--- src/rtl/muldiv_unit.sv ---
// ============================================================================
//  Module   : muldiv_unit
//  Brief    : Iterative RV32M multiply/divide unit (shift-add / restoring).
//  Revision : 1.0 - initial release
// ============================================================================
`default_nettype none

module muldiv_unit #(
    parameter int XLEN = 32
) (
    input  logic            clk,
    input  logic            rst_n,
    input  logic            start,
    input  logic            kill,
    input  logic [4:0]      alufn,
    input  logic [XLEN-1:0] a,
    input  logic [XLEN-1:0] b,
    output logic            busy,
    output logic            done,
    output logic [XLEN-1:0] result
);

    localparam logic [4:0] c_last_iter = 5'd31;

    typedef enum logic [1:0] {
        S_IDLE = 2'd0,
        S_CALC = 2'd1,
        S_FIX  = 2'd2,
        S_DONE = 2'd3
    } state_t;

    state_t          r_state;
    logic [4:0]      r_count;
    logic [2:0]      r_f3;
    logic            r_sa;
    logic            r_sb;
    logic            r_bzero;
    logic [XLEN-1:0] r_hi;      // product high word / partial remainder
    logic [XLEN-1:0] r_lo;      // multiplier then product low word / quotient
    logic [XLEN-1:0] r_opb;     // multiplicand / divisor magnitude
    logic            r_busy;
    logic            r_done;
    logic [XLEN-1:0] r_result;

    logic            w_accept;
    logic            w_in_sa;
    logic            w_in_sb;
    logic [XLEN-1:0] w_mag_a;
    logic [XLEN-1:0] w_mag_b;
    logic [XLEN:0]   w_sum;
    logic [XLEN:0]   w_shift;
    logic [XLEN+1:0] w_diff;
    logic [2*XLEN-1:0] w_prod;
    logic [2*XLEN-1:0] w_prod_s;
    logic [XLEN-1:0] w_quot;
    logic [XLEN-1:0] w_rem;
    logic [XLEN-1:0] w_fix;
    logic            w_unused;

    assign w_accept = start && alufn[4];

    always_comb begin
        w_in_sa = 1'b0;
        w_in_sb = 1'b0;
        case (alufn[2:0])
            3'b001, 3'b100, 3'b110: begin
                w_in_sa = a[XLEN-1];
                w_in_sb = b[XLEN-1];
            end
            3'b010:  w_in_sa = a[XLEN-1];
            default: ;
        endcase
    end

    assign w_mag_a = w_in_sa ? -a : a;
    assign w_mag_b = w_in_sb ? -b : b;

    // One shift-add step: add multiplicand on multiplier LSB, shift the pair right.
    assign w_sum = {1'b0, r_hi} + (r_lo[0] ? {1'b0, r_opb} : {(XLEN+1){1'b0}});

    // One restoring step on the 33-bit partial remainder; sign bit of w_diff says "did not fit".
    assign w_shift = {r_hi, r_lo[XLEN-1]};
    assign w_diff  = {1'b0, w_shift} - {2'b00, r_opb};

    assign w_prod   = {r_hi, r_lo};
    assign w_prod_s = (r_sa ^ r_sb) ? -w_prod : w_prod;
    assign w_quot   = (r_sa ^ r_sb) ? -r_lo : r_lo;
    assign w_rem    = r_sa ? -r_hi : r_hi;

    // Overflow and REM-by-zero fall out of the magnitude arithmetic; only DIV by zero needs forcing.
    always_comb begin
        w_fix = w_rem;
        case (r_f3)
            3'b000:                 w_fix = w_prod[XLEN-1:0];
            3'b001, 3'b010, 3'b011: w_fix = w_prod_s[2*XLEN-1:XLEN];
            3'b100, 3'b101:         w_fix = r_bzero ? {XLEN{1'b1}} : w_quot;
            default:                w_fix = w_rem;
        endcase
    end

    assign w_unused = ^{w_diff[XLEN], w_prod_s[XLEN-1:0], alufn[3]};

    always_ff @(posedge clk or negedge rst_n) begin
        if (!rst_n) begin
            r_state  <= S_IDLE;
            r_count  <= 5'd0;
            r_f3     <= 3'd0;
            r_sa     <= 1'b0;
            r_sb     <= 1'b0;
            r_bzero  <= 1'b0;
            r_hi     <= '0;
            r_lo     <= '0;
            r_opb    <= '0;
            r_busy   <= 1'b0;
            r_done   <= 1'b0;
            r_result <= '0;
        end else if (kill) begin
            r_state <= S_IDLE;
            r_busy  <= 1'b0;
            r_done  <= 1'b0;
        end else begin
            case (r_state)
                S_IDLE, S_DONE: begin
                    if (w_accept) begin
                        r_state <= S_CALC;
                        r_busy  <= 1'b1;
                        r_done  <= 1'b0;
                        r_count <= c_last_iter;
                        r_f3    <= alufn[2:0];
                        r_sa    <= w_in_sa;
                        r_sb    <= w_in_sb;
                        r_bzero <= (b == '0);
                        r_hi    <= '0;
                        r_lo    <= w_mag_a;
                        r_opb   <= w_mag_b;
                    end else begin
                        r_state <= S_IDLE;
                        r_busy  <= 1'b0;
                        r_done  <= 1'b0;
                    end
                end
                S_CALC: begin
                    if (r_f3[2]) begin
                        if (!w_diff[XLEN+1]) begin
                            r_hi <= w_diff[XLEN-1:0];
                            r_lo <= {r_lo[XLEN-2:0], 1'b1};
                        end else begin
                            r_hi <= w_shift[XLEN-1:0];
                            r_lo <= {r_lo[XLEN-2:0], 1'b0};
                        end
                    end else begin
                        r_hi <= w_sum[XLEN:1];
                        r_lo <= {w_sum[0], r_lo[XLEN-1:1]};
                    end
                    r_count <= r_count - 5'd1;
                    if (r_count == 5'd0) begin
                        r_state <= S_FIX;
                    end
                end
                S_FIX: begin
                    r_result <= w_fix;
                    r_state  <= S_DONE;
                    r_busy   <= 1'b0;
                    r_done   <= 1'b1;
                end
                default: begin
                    r_state <= S_IDLE;
                    r_busy  <= 1'b0;
                    r_done  <= 1'b0;
                end
            endcase
        end
    end

    assign busy   = r_busy;
    assign done   = r_done;
    assign result = r_result;

endmodule

`default_nettype wire

--- config.mk ---
export PLATFORM = sky130hd
export DESIGN_NAME = muldiv_unit
export DESIGN_NICKNAME = d
export VERILOG_FILES = /design/src/rtl/muldiv_unit.sv
export SDC_FILE = /design/constraint.sdc
export NUM_CORES = 1
export LEC_CHECK = 0
export ABC_AREA = 1
export CORE_MARGIN = 5
export CORE_UTILIZATION = 56
export DETAILED_ROUTE_END_ITERATION = 10
export PLACE_DENSITY = 0.9
export SYNTH_ARGS = -nofsm -noshare
export SYNTH_HDL_FRONTEND = slang
export SYNTH_SLANG_ARGS = --single-unit
--- constraint.sdc ---
create_clock -name clk -period 2.7 [get_ports clk]
set_clock_uncertainty 0.05 [all_clocks]
set_input_delay 0.405 -clock clk [delete_from_list [all_inputs] [get_ports clk]]
set_output_delay 0.405 -clock clk [all_outputs]
set_load 0.005 [all_outputs]
==> qor.yml, run 1 <==
status:
  status: "finished, final reports clean"
clock_network:
  clkTransAtPathRegs_ps: 80
  cts_made_buffers: 17
  cts_buffer_depth: 2
  cts-htree-levels: 4
  cts_tree: "built"
  cts_root_buffer: "clkbuf_16"
  insertion_delay_ps: 450
  cts.sinks: 143
setup_path:
  crit_chain: "inv_1 -> ha_1 -> nand2_1 -> nor2_1 -> inv_1 -> nor2_2 -> nand2_2 -> nand2_2 -> nand2_4 -> nand2_8 -> buf_4 -> nand4_1 -> nand3_1 -> o21ai_0"
  path_class: "reg -> reg"
  crit-reg2reg-capture: "r_hi[3]"
  crit_arrival_ps: 2870
  critPathBufInv: 3
  cp_top_family: "simple AND/OR/NAND/NOR gates"
  required_ps: 2990
  critPathMaxFanout: 14
  path_depth: 14
  critPathCaptureType: "flop"
  max_stage_delay_ps: 500
  r2r_slack_ps: 120
  crit_start: "r_opb[9]"
  reg2reg_depth: 14
  worst_setup_path_start_kind: "flop"
  critical-path-slowest-cell: "dfrtp_1"
  r2r_start: "r_opb[9]"
yosys:
  synth_seq_area_share: 0.206
  synth_edf_count: 0
  ys_ff_latch: 143
  synthArstFlopShare: 1.00
  post-synth-top-count-cell: "nand2_1"
  synth.top_cell.area_share: 0.213
  syn_area_sq_um: 17400
  synth_warnings: 0
  ys.flop_type: "dfrtp_1"
  synth_area_per_cell_sq_um: 5.62
  synth_area_leaders: "nand2_1 (21%), dfrtp_1 (21%), inv_1 (9.8%)"
  yosysTopAreaCell: "nand2_1"
  synth_common_cells: "nand2_1 (984), inv_1 (454), nand3_1 (328), nor2_1 (328), o21ai_0 (193)"
  synth_cell_type_count: 56
  syn_inst: 3087
  syn_nets: 3234
die:
  io_pins: 107
  core_sq_um: 30600
  row_count: 64
  dieArea_sq_um: 34600
  die_y_um: 186
  start_util: 0.568
  fp.dieW_um: 186
layout:
  antennaDiodeCount: 0
  area_delta_synth_final_pct: 16.1
  utilization: 0.659
  multi_input_area_sq_um: 11700
  final_layout_size_suffix_gt1_frac: 0.0785
  fillers: 3009
  finalNetCount: 3384
  final-seq-area_sq_um: 3590
route:
  routed_wl_um: 69300
  vias_per_cell: 5.91
  wl_per_cell_um: 19.0
  dr.pass1.iters: 6
  vias: 21600
  ant_nets: 0
  drc_errors: 0
  drtIter0Drc: 2985
hold_path:
  holdPathStages: 2
  hp-start: "result[30]"
  min_path_type: "reg -> reg"
  whs_endpoint: "result[30]"
timing:
  post-route-period-util: 0.955
  whs_ps: 430
  rsz0062_at_grt: "yes"
  maxSlewViolCount: 0
  layout_min_cycle_time_ps: 2580
  clock.fmax_ghz: 0.388
  setup_viol: 0
  worstMarginPinSlew_ps: 540
  relSlewSlack: 0.640
  hold_viol_final: 0
global_route:
  grt_pass1_wl_um: 107000
  grt_pass1_vias: 19700
  overflow: 0
  grt_usage: 0.396
  grt_max_degree: 81
  grt_antenna_before_repair: 0
placed_design:
  port_buffers: 105
  place_hpwl_um: 55200
  globalplace.congestion: 1.04
run:
  cap_violations: 0
power_and_ir_drop:
  p_leak_uw: 0.0107
  vdd.ir_drop.worst_v: 0.000628
  powerDensity_nw_per_um2: 1360
-- layout make-up --
class                   count  area share
inverters                 467      0.0870
flip-flops and latches    143       0.178
clock buffers              17      0.0211
multi-input cells        2387       0.580
repair buffers            221      0.0999
well taps                 396      0.0246
clock inverters            15     0.00950
-- repair_timing --
action | 4_1_cts | 5_1_grt
setup endpoints to repair | 0 | 31
endpoints found under the hold margin | 50 | 0
hold buffers | 1 | 0
setup buffers | 0 | 2
gates resized for setup | 0 | 29
-- layout by cell type (no fill, tap or decap), types with 23 or more instances in the layout --
cell type / netlist / routed
dfrtp_1: 143 / 135
clkdlybuf4s50_1: 0 / 104
inv_1: 454 / 454
buf_4: 3 / 108
a31oi_1: 30 / 29
nand2_1: 984 / 980
nand3_1: 328 / 326
nor2_1: 328 / 321
a21oi_1: 147 / 146
xor2_1: 49 / 49
nor3_1: 27 / 25
o21ai_1: 20 / 23
ha_1: 72 / 68
nand4_1: 55 / 55
o21ai_0: 193 / 190
-- worst reg2reg max path, delay by kind of cell, from the launching register on --
| kind | cells | cell delay [ps] |
|---|---|---|
| adders and majority gates | 1 | 380 |
| buffers and inverters | 3 | 370 |
| AOI/OAI and AO/OA | 1 | 70 |
| DFF | 1 | 500 |
| and+or+nand+nor | 9 | 1100 |
-- flip-flops by register name, indices dropped and copies added (netlist names) --
name	flops
busy	1
r_sb	1
r_opb	32
r_count	5
r_state	2
r_hi	32
done	1
r_f3	3
r_lo	32
r_bzero	1
result	32
r_sa	1
-- worst max path at each step --
stage | slack (ps) | to
after floorplan | 90 | r_hi[25]
after global placement | 20 | r_opb[28]
after detailed placement | 30 | r_opb[28]
after CTS | 20 | r_hi[25]
after global routing | -20 | r_hi[2]
final | 120 | r_hi[3]
-- metrics by stage --
| stage | instances | setup WS [ps] | area, sq um | power, uW | setup TNS, ps |
|---|---|---|---|---|---|
| after floorplan | 3087 | 93.5 | 17400 | 17000 | 0 |
| after global placement | 3610 | 24.7 | 19400 | 23500 | 0 |
| after detailed placement | 3610 | 33.8 | 19400 | 23900 | 0 |
| after CTS | 3643 | 19.9 | 20100 | 26500 | 0 |
| after global routing | 3646 | -17.0 | 20200 | 29600 | -22.1 |
| final | 3646 | 120 | 20200 | 27500 | 0 |
-- cells by family after synthesis --
group	count (synthesis)	share of synthesized area
AND/OR/NAND/NOR	1804	0.443
buffers and inverters	558	0.125
AO/OA/AOI/OAI	452	0.143
flip-flops	143	0.206
adder cells (fa/ha/maj)	74	0.0542
XOR/XNOR	56	0.0283
-- power by group --
group / switching, uW / total [uW] / internal [uW]
registers: 1140 / 4250 / 3110
logic: 14000 / 20800 / 6760
clock network: 1240 / 2500 / 1260
-- metal layers --
layer | routed length, um | track usage | up-vias
met4 | 2740 | 0.137 | 0
met1 | 29000 | 0.581 | 9778
met2 | 28000 | 0.572 | 1408
met3 | 9520 | 0.0874 | 157
li1 | - | - | 10200
met5 | 0 | 0 | -
Note: power is estimated with default switching activity, not from simulation.
==> inputs of run 2 (changes only) <==
--- a/config.mk
+++ b/config.mk
@@ -9,7 +9,7 @@
 export CORE_MARGIN = 5
 export CORE_UTILIZATION = 56
 export DETAILED_ROUTE_END_ITERATION = 10
-export PLACE_DENSITY = 0.9
+export PLACE_DENSITY = 0.79
 export SYNTH_ARGS = -nofsm -noshare
 export SYNTH_HDL_FRONTEND = slang
 export SYNTH_SLANG_ARGS = --single-unit
==> run 2 against run 1 <==
Net effect: global-route usage is 0.71 points higher; cell area fell by 0.48%; worst hold slack about the same; die area is the same; sequential power hardly changed; first-iteration DRC count is 9.0% lower; maximum frequency is 0.98% lower; critical endpoint is now result[24]; highest routed layer is now met5; register-to-register slack got worse by 30 ps; clock power down 5%; non-clock buffer count fell by 14; sequential share of layout area grew 0.054 points.
==> qor.yml, run 2 (synthesis results as in run 1) <==
global_route:
  overflow: 0  # unchanged
  grt_pass1_wl_um: 108000  # +0.56%
  grt_usage: 0.403  # +0.00706
  grt_pass1_vias: 20100  # +2.3%
  grt_antenna_before_repair: 1  # +1
  grt_max_degree: 65  # -20%
clock_network:
  clkTransAtPathRegs_ps: 80  # about the same
  cts-htree-levels: 4  # unchanged
  insertion_delay_ps: 470  # +20 ps
  cts_tree: "built"
  cts_buffer_depth: 2  # unchanged
  cts.sinks: 143  # unchanged
  post_cts_buffers: 0  # unchanged
  cts_root_buffer: "clkbuf_16"
  cts_made_buffers: 17  # unchanged
setup_path:
  worst_setup_path_start_kind: "flop"
  path_class: "reg -> reg"
  critPathMaxFanout: 5  # -9
  required_ps: 3000  # about the same
  crit_arrival_ps: 2910  # +40 ps
  critPathCaptureType: "flop"
die:
  core_sq_um: 30600  # unchanged
  io_pins: 107  # unchanged
  die_y_um: 186  # unchanged
  dieArea_sq_um: 34600  # unchanged
  row_count: 64  # unchanged
  fp.dieW_um: 186  # unchanged
  start_util: 0.568  # unchanged
power_and_ir_drop:
  finalPower_uw: 27100  # -1.5%
  powerDensity_nw_per_um2: 1350  # -1.0%
  vdd.ir_drop.worst_v: 0.000976  # +55%
  p_leak_uw: 0.0106  # -1.0%
route:
  wl_per_cell_um: 19.4  # +2.1%
  vias_per_cell: 5.92  # about the same
  routed_wl_um: 70500  # +1.7%
  dr.pass1.iters: 9  # +3
  ant_nets: 0  # unchanged
  drc_errors: 0  # unchanged
  vias: 21500  # -0.33%
  drtIter0Drc: 2716  # -9.0%
timing:
  clock.fmax_ghz: 0.384  # -0.98%
  layout_min_cycle_time_ps: 2610  # +25.6 ps
  maxSlewViolCount: 0  # unchanged
  relSlewSlack: 0.575  # -0.0652
  setup_viol: 0  # unchanged
  post-route-period-util: 0.965  # +0.00950
  worstMarginPinSlew_ps: 638  # +98.4 ps
  hold_viol_final: 0  # unchanged
  whs_ps: 430  # +0.133 ps
layout:
  final-seq-area_sq_um: 3580  # -0.17%
  fillers: 2926  # -2.8%
  finalNetCount: 3369  # -0.44%
  layout_common_cells: "nand2_1 (977), inv_1 (454), nand3_1 (323), nor2_1 (315), o21ai_0 (191)"
  antennaDiodeCount: 0  # unchanged
  multi_input_area_sq_um: 11800  # +0.67%
  final_layout_size_suffix_gt1_frac: 0.0776  # -0.000873
  area_delta_synth_final_pct: 15.6
  final_common_cell: "nand2_1"
hold_path:
  min_path_type: "reg -> reg"
run:
  cap_violations: 0  # unchanged
status:
  status: "finished, final reports clean"
placed_design:
  globalplace.congestion: 1.08  # +4.3%
  port_buffers: 105  # unchanged
  place_hpwl_um: 55900  # +1.3%
run 2: cell count changes in the layout (fill, tap and decap cells not counted), sizes merged:
| cell | change |
|---|---|
| nand2 | -1 |
| inv | +2 |
| buf | -14 |
| clkinvlp | +3 |
| clkinv | -5 |
run 2: final timing paths:
kind | startpoint | end | slack, ps | cells past startpoint
setup / recovery | r_lo[0] | result[24] | 90 | 13
hold / removal | result[4] | result[4] | 430 | 2
setup reg to reg | r_lo[0] | result[24] | 90 | 13
hold reg to reg | result[4] | result[4] | 430 | 2
max in group asynchronous | rst_n | r_hi[24] | 1430 | 3
min in group asynchronous | rst_n | r_count[2] | 470 | 2
run 2: where the power goes:
part | internal [uW] | switching (uW) | total (uW)
Clock | 1210 | 1160 | 2370
Sequential | 3100 | 1170 | 4270
Combinational | 6640 | 13800 | 20400
run 2: layer usage:
metal | track usage | part of all wire | wire length (um)
met5 | 0 | 0.00017 | 12
met4 | 0.301 | 0.092 | 6500
met3 | 0.0612 | 0.086 | 6070
met2 | 0.657 | 0.45 | 31900
met1 | 0.478 | 0.37 | 25900
run 2: final cells by class:
class                      instances  area share
timing repair buffer             207      0.0951
sequential                       143       0.179
multi-input combinational       2386       0.587
clock buffer                      17      0.0212
clock inverter                    15     0.00636
inverter                         467      0.0874
tap                              396      0.0247
run 2: repair_timing:
| action | in CTS | in global routing |
|---|---|---|
| hold endpoints to repair | 62 | 0 |
| setup endpoints to repair | 1 | 27 |
| pin swaps | 0 | 3 |
| gates cloned | 0 | 0 |
| resized for setup | 2 | 42 |
| hold buffers | 1 | 0 |
run 2: metrics by stage:
stage	TNS (ps)	instance area (sq um)	setup slack (ps)	util	cells
2_1_floorplan	0	17400	93.5	-	3087
3_3_place_gp	0	19300	85.9	0.632	3598
3_5_place_dp	0	19300	12.8	0.632	3598
4_1_cts	0	19900	1.99	0.651	3631
5_1_grt	-11.1	20100	-11.1	0.656	3631
6_report	0	20100	94.8	0.656	3631
run 2: worst max-delay path: stages, from the launching register on:
cell      delay (ps)
dfrtp_2          460
buf_4            160
clkinv_2         110
ha_2             260
nand3_2          160
nor2_2           200
nand2_1          110
o21ai_1          290
nand3_1          130
a31oi_1          240
buf_4            170
nand2_1           60
nand2_1           60
nand2_1           40
